### src/rtl/bitwise_alu.sv
// Two-stage pipelined bitwise ALU with valid/ready handshakes on both sides
// and a wrapping count of completed output transfers.
module bitwise_alu #(
  parameter int unsigned WIDTH     = 8,
  parameter int unsigned CNT_WIDTH = 16
) (
  input  logic                 clk,
  input  logic                 rst,
  input  logic [WIDTH-1:0]     a,
  input  logic [WIDTH-1:0]     b,
  input  logic [2:0]           op,
  input  logic                 in_valid,
  output logic                 in_ready,
  output logic [WIDTH-1:0]     result,
  output logic                 zero,
  output logic                 parity,
  output logic                 out_valid,
  input  logic                 out_ready,
  output logic [CNT_WIDTH-1:0] count
);

  localparam logic [2:0] OP_AND  = 3'd0;
  localparam logic [2:0] OP_OR   = 3'd1;
  localparam logic [2:0] OP_XOR  = 3'd2;
  localparam logic [2:0] OP_NOTA = 3'd3;
  localparam logic [2:0] OP_NOTB = 3'd4;
  localparam logic [2:0] OP_NAND = 3'd5;
  localparam logic [2:0] OP_NOR  = 3'd6;
  localparam logic [2:0] OP_XNOR = 3'd7;

  // Stage-1 registers: captured operands and opcode
  logic             r_s1_valid;
  logic [WIDTH-1:0] r_s1_a;
  logic [WIDTH-1:0] r_s1_b;
  logic [2:0]       r_s1_op;

  logic             w_s2_en;
  logic             w_s1_en;
  logic [WIDTH-1:0] w_res;
  logic             w_zero;
  logic             w_parity;

  // Stage enables: a stage advances when empty or when its successor advances
  always_comb begin
    w_s2_en  = !out_valid || out_ready;
    w_s1_en  = !r_s1_valid || w_s2_en;
    in_ready = w_s1_en;
  end

  // Bitwise operation and flag derivation from stage-1 contents
  always_comb begin
    w_res = '0;
    case (r_s1_op)
      OP_AND:  w_res = r_s1_a & r_s1_b;
      OP_OR:   w_res = r_s1_a | r_s1_b;
      OP_XOR:  w_res = r_s1_a ^ r_s1_b;
      OP_NOTA: w_res = ~r_s1_a;
      OP_NOTB: w_res = ~r_s1_b;
      OP_NAND: w_res = ~(r_s1_a & r_s1_b);
      OP_NOR:  w_res = ~(r_s1_a | r_s1_b);
      OP_XNOR: w_res = ~(r_s1_a ^ r_s1_b);
      default: w_res = '0;
    endcase
    w_zero   = (w_res == '0);
    w_parity = ^w_res;
  end

  // Stage 1: accept a new transaction whenever the stage can advance
  always_ff @(posedge clk) begin
    if (rst) begin
      r_s1_valid <= 1'b0;
      r_s1_a     <= '0;
      r_s1_b     <= '0;
      r_s1_op    <= '0;
    end else if (w_s1_en) begin
      r_s1_valid <= in_valid;
      if (in_valid) begin
        r_s1_a  <= a;
        r_s1_b  <= b;
        r_s1_op <= op;
      end
    end
  end

  // Stage 2: register result and flags; an empty stage 1 passes a bubble
  always_ff @(posedge clk) begin
    if (rst) begin
      out_valid <= 1'b0;
      result    <= '0;
      zero      <= 1'b1;
      parity    <= 1'b0;
    end else if (w_s2_en) begin
      out_valid <= r_s1_valid;
      if (r_s1_valid) begin
        result <= w_res;
        zero   <= w_zero;
        parity <= w_parity;
      end
    end
  end

  // Completed output handshakes, wrapping at 2^CNT_WIDTH
  always_ff @(posedge clk) begin
    if (rst) begin
      count <= '0;
    end else if (out_valid && out_ready) begin
      count <= count + CNT_WIDTH'(1);
    end
  end

endmodule
### config.mk
export PLATFORM = sky130hd
export DESIGN_NAME = bitwise_alu
export DESIGN_NICKNAME = d
export VERILOG_FILES = /design/src/rtl/bitwise_alu.sv
export SDC_FILE = /design/constraint.sdc
export NUM_CORES = 1
export LEC_CHECK = 0
export BUFFER_PORTS_ARGS = -buffer_cell sky130_fd_sc_hd__clkbuf_2
export CORE_ASPECT_RATIO = 0.75
export CORE_MARGIN = 2
export CORE_UTILIZATION = 55
export CTS_CLUSTER_SIZE = 16
export DETAILED_ROUTE_END_ITERATION = 10
export GPL_TIMING_DRIVEN = 1
export PLACE_DENSITY_LB_ADDON = 0.1
export SLEW_MARGIN = 15
export SYNTH_ARGS = -nofsm -noshare
export SYNTH_HDL_FRONTEND = slang
export SYNTH_SLANG_ARGS = --single-unit
### constraint.sdc
create_clock -name clk -period 2.9 [get_ports clk]
set_input_delay 0.58 -clock clk [delete_from_list [all_inputs] [get_ports clk]]
set_output_delay 0.58 -clock clk [all_outputs]
set_load 0.02 [all_outputs]
* Word level (Yosys, flattened, before mapping)
Index checks and enable logic that the tools add are counted.
Storage, ports and cells: output and inout bits 28, input bits 23, word-level logic and storage cells 36, flip-flop bits (word level) 47
Cells by class: multiplexer cells 1, equal/unequal tests 7, bitwise gates (word level) 8, reductions and logical operators 10, add/sub/neg operators 1
Operators by type and width (number):
- case mux 8 bit (8 select lines) | 1
- inverter 8 bit | 5
- adder 16 x 1 -> 16 bit, second input constant | 1
- == test 3 bit, second input constant | 4
- AND 8 bit | 1
- zero test 8 bit | 1
- bitwise OR 8 bit | 1
- parity 8 bit | 1
- bitwise XOR 8 bit | 1
- == test 3 x 2 -> 1 bit, second input constant | 2
- AND reduction 2 bit | 2
- == test 3 x 1 -> 1 bit, second input constant | 1
- zero test 3 bit | 1
- zero test 1 bit | 2
- logical OR 1 bit | 2
- logical AND 1 bit | 1

* Longest topological paths before layout
depth after elaboration 4, gate-level depth with buffers 11, depth with buffers taken out 11

* Worst setup path before layout
OpenSTA, ideal clock, no wires.
path type flip-flop to flip-flop, from register r_s1_a[1], to register parity, slack 663 ps, arrival time 2152 ps, period minus slack after synthesis 2237 ps, setup time 86 ps, required time 2814 ps, stages on the path, launching flop included 11, buffers on the path 0, cells stage by stage dfxtp_1 > inv_1 > ha_1 > nand2b_1 > a221o_1 > a211oi_1 > or2_1 > ha_1 > xnor2_1 > xnor2_1 > a211oi_1
Between the ends: word-level cells in the longest chain between the ends 4, elaborated cells on any way between the ends 9, classes of those cells mux: 1; bitwise: 7; reduce/logical: 1
RTL lines:
- start, declared | RTL line 33 | logic [WIDTH-1:0] r_s1_a;
- start signal, assigned | RTL line 72 | r_s1_a <= '0;
- start signal, assigned | RTL line 78 | r_s1_a <= a;
- bitwise XOR 8 bit, or another cell as far along | RTL line 56, 61
- inverter 8 bit, on equally long branches | RTL line 61, 59, 60
- case mux 8 bit (8 select lines) * | RTL line 53 | case (r_s1_op)
- parity 8 bit * | RTL line 65 | w_parity = ^w_res;
- end signal, assigned | RTL line 97 | parity <= w_parity;
- end, declared | RTL line 16 | output logic parity,
Mark *: on every way between the ends. The rest lies on a longest branch, timed or not. A chain may end at the register's enable or synchronous reset.

* Worst setup path after layout
from register r_s1_op[0], to register parity
Between the ends: word-level cells in the longest chain between the ends 3, elaborated cells on any way between the ends 10, classes of those cells eq/ne: 7; mux: 1; reduce/logical: 2
RTL lines:
- start, declared | RTL line 35 | logic [2:0] r_s1_op;
- start signal, assigned | RTL line 80 | r_s1_op <= op;
- == test 3 bit, or another cell as far along | RTL line 53
- case mux 8 bit (8 select lines) * | RTL line 53
- parity 8 bit * | RTL line 65
Marked as above.

==> impl_metrics.csv <==
group,metric,value,unit
clock_tree,cts-root-to-sink-buffers,2,
worst_hold_path,hp-start,"result[7]",
pwr,power.density_cell_area,447,nW/um^2
synth,net_count_of_the_mapped_netlist,394,
clock_tree,clock_latency_reported_for_the_late_side_of_the_worst_skew_pair,0.30,ns
synth,yosys-top-cells-area,"sky130_fd_sc_hd__dfxtp_1, sky130_fd_sc_hd__ha_1, sky130_fd_sc_hd__nand2_1",
drt,ant_nets,0,
drt,post_drt_via_cell_ratio,5.38,
synth,number_of_enable_flip_flop_cells_after_synthesis,0,
synth,ys_seq_area_share,34.5,%
placement,numPortBuffers,50,
clock_tree,clkSlewWorstSetupHoldPaths,0.09,ns
timing,setup_viol,0,
pwr,sequentialPowerShare,50.5,%
timing,worstMarginPinSlew,0.707,ns
pwr,irDropWorstVdd,0.329,mV
setup_path,crit_fanout,21,
grt,number_of_global_route_vias_before_repair,2243,
worst_hold_path,timing.hold.worst_path_depth,2,
synth,synth.area.mux_share,1.47,%
synth,number_of_storage_elements_in_the_synthesis_netlist,47,
placement,dp_hpwl,4.34,mm
cells_and_area,layout-area-overhead-vs-synth,13.7,%
synth,yosys_warnings,0,
synth,synth-compound-area-share,17.0,%
grt,grt_antenna_before_repair,0,
die,die-width,85.4,um
setup_path,cp-startpoint,"r_s1_op[0]",
synth,post_synth_xor_area_fraction,5.77,%
status,outcome,"complete, no violations",
die,die-area,5550,sq um
clock_tree,cts_hold_buffers,0,
drt,drt-wirelength-per-cell,12.9,um
setup_path,cp-end-kind,"flip-flop",
timing,post-route-min-period,2.52,ns
timing,timing.fmax,397,MHz
synth,synth_cell_types,50,
worst_hold_path,worstHoldEndpoint,"result[7]",
cells_and_area,design.final.nets,438,
cells_and_area,layout.cells.most_common,"sky130_fd_sc_hd__nand2_1",
setup_path,reg_to_reg_startpoint,"r_s1_op[0]",
setup_path,timing.critical_path.arrival,2.74,ns
synth,synth_cell_area,2730,sq um
cells_and_area,n_antenna_cell,0,
synth,synth_top_family_by_area,"simple AND/OR/NAND/NOR gates",
setup_path,r2r.worst_path.cells,9,
pwr,power_frac_comb,20.7,%
clock_tree,cts.root.buffer_cell,"sky130_fd_sc_hd__clkbuf_8",
pwr,p_leak,1.30,nW
clock_tree,postCtsResizedCells,0,
setup_path,startpoint_type,"flip-flop",
setup_path,critical_path_class,"flip-flop to flip-flop",
synth,syn_avg_cell_area,7.80,sq um
placement,gp_congestion,0.840,
pwr,switching_share_of_power,30.3,%
drt,detailedRoute.firstIterationViolations,113,
pwr,power.switching,0.000421,W
timing,worst_hold_slack,0.460,ns
timing,worst_clock_skew,0.00920,ns
worst_hold_path,hold_path_class,"flip-flop to flip-flop",
timing,total_count_of_max_transition_violations_in_the_final_report,0,
grt,grt_max_degree,41,
synth,synth_top_flop_cell,"sky130_fd_sc_hd__dfxtp_1",
synth,yosys.area.top_type_share,34.5,%
clock_tree,clock_sink_count,47,
timing,max-slew-margin-rel,52.9,%
timing,grt_setup_unrepaired,"no",
cells_and_area,drive_gt1_share,17.5,%
setup_path,required,3.13,ns
drt,remaining_drc_errors,0,
pwr,p_int,0.000965,W
drt,totalWireLength,5.88,mm
clock_tree,cts_htree_levels,2,
pwr,power.total,0.00139,W
die,start_util,56.4,%
clock_tree,cts_buffers,5,
die,num_rows,22,
synth,synth.largest_area_cell,"sky130_fd_sc_hd__dfxtp_1",
setup_path,rrSetupSlack,0.38,ns
synth,synth_cells,350,
timing,finalHoldViolations,0,
clock_tree,cts_setup_buffers,0,
setup_path,timing.rr.end,"parity",
clock_tree,tritoncts_clock_tree,"done",
timing,fin_setup_tns,0,ns
grt,grt.overflow.total,0,
drt,first_pass_detailed_route_iteration_total,4,
die,top_level_ports,51,
cells_and_area,highest_count_cells_in_the_layout_ignoring_fill_and_taps,"sky130_fd_sc_hd__nand2_1, sky130_fd_sc_hd__clkbuf_2, sky130_fd_sc_hd__dfxtp_1",
grt,all_layer_global_routing_usage,22.9,%
die,fp.coreArea,4840,sq um
grt,grt_pass1_wl,10.3,mm
pwr,power.clock.fraction,28.8,%
die,chipHeight,65.0,um
drt,via_count,2449,
synth,async_flop_share,0,%
synth,yosys.area_share.simple,24.9,%
timing,ratio_of_final_minimum_period_to_clock_period,86.8,%
run,max_cap_violation_count,0,
synth,synthAdderAreaFrac,9.62,%
==> final cells by class <==
class                   count  area (sq um)
well taps                  60          75.1
fillers                   464          1740
inverters                  23          86.3
multi-input cells         261          1600
flip-flops and latches     47           941
clock buffers               5          68.8
clock inverters             3          20.0
repair buffers             56           308
==> power by group through the flow <==
stage | Clock (W) | Combinational [W] | Sequential [W]
after CTS | 0.000411 | 0.000287 | 0.000700
after global placement | 0 | 0.000282 | 0.000714
final | 0.000399 | 0.000287 | 0.000701
after detailed placement | 0 | 0.000286 | 0.000716
after floorplan | 0 | 0.000210 | 0.000716
after global routing | 0.000433 | 0.000323 | 0.000706
==> per-stage QoR <==
step           std cells  worst slack, ns  utilization (%)  cell area (sq um)
6_report             455            0.384             64.0               3100
3_5_place_dp         447            0.397             62.2               3010
3_3_place_gp         447            0.476             62.2               3010
2_1_floorplan        350            0.663                -               2730
5_1_grt              455            0.113             64.0               3100
4_1_cts              455            0.390             64.0               3100
==> state kept, by name, indices dropped and copies added, names as in the netlist <==
signal and cells:
count 16, out_valid 1, parity 1, r_s1_a 8, r_s1_b 8, r_s1_op 3, r_s1_valid 1, result 8
zero 1
==> per-layer routing <==
metal	wire, um	track usage (%)	vias up
met4	48	4.76	0
met1	3170	33.6	1094
li1	-	-	1293
met5	0	0	-
met2	2370	34.8	56
met3	300	4.33	6
==> critical path: stages, from the launching register on <==
cell and delay, ns:
sky130_fd_sc_hd__dfxtp_1 0.75, sky130_fd_sc_hd__buf_4 0.28, sky130_fd_sc_hd__nor2_1 0.06, sky130_fd_sc_hd__a211o_1 0.26, sky130_fd_sc_hd__a31oi_1 0.14, sky130_fd_sc_hd__a22oi_1 0.15
sky130_fd_sc_hd__ha_1 0.33, sky130_fd_sc_hd__xnor2_1 0.14, sky130_fd_sc_hd__xnor2_1 0.12, sky130_fd_sc_hd__a211oi_1 0.21
==> worst max path at each step <==
stage | to | cells after the start | slack [ns]
after floorplan | parity | 10 | 0.66
after global placement | parity | 9 | 0.48
after detailed placement | parity | 9 | 0.40
after CTS | parity | 9 | 0.39
after global routing | parity | 9 | 0.11
final | parity | 9 | 0.38
==> Yosys cell counts (2+ instances only) <==
cell / count
sky130_fd_sc_hd__inv_1: 22
sky130_fd_sc_hd__o2111ai_1: 2
sky130_fd_sc_hd__nand4_1: 6
sky130_fd_sc_hd__o211ai_1: 4
sky130_fd_sc_hd__and3_1: 2
sky130_fd_sc_hd__a21oi_1: 31
sky130_fd_sc_hd__buf_4: 2
sky130_fd_sc_hd__xnor2_1: 8
sky130_fd_sc_hd__o21ai_0: 13
sky130_fd_sc_hd__dfxtp_1: 47
sky130_fd_sc_hd__mux2i_1: 4
sky130_fd_sc_hd__o32ai_1: 2
sky130_fd_sc_hd__o22ai_1: 5
sky130_fd_sc_hd__or3_1: 4
sky130_fd_sc_hd__ha_1: 21
sky130_fd_sc_hd__a211oi_1: 4
sky130_fd_sc_hd__xor2_1: 10
sky130_fd_sc_hd__a32o_1: 3
sky130_fd_sc_hd__nor3_1: 12
sky130_fd_sc_hd__nor2_1: 32
sky130_fd_sc_hd__nor2b_1: 3
sky130_fd_sc_hd__nand3_1: 9
sky130_fd_sc_hd__a22oi_1: 2
sky130_fd_sc_hd__buf_2: 10
sky130_fd_sc_hd__nand2_1: 56
sky130_fd_sc_hd__nand2b_1: 8
sky130_fd_sc_hd__clkbuf_1: 5
==> cell families after synthesis <==
logic type,after synthesis
compound gates,75
xor+xnor,18
fa+ha+maj,21
buf+inv,42
flops,47
mux,4
simple gates,143
No activity file was read; power rests on OpenSTA's default activity.
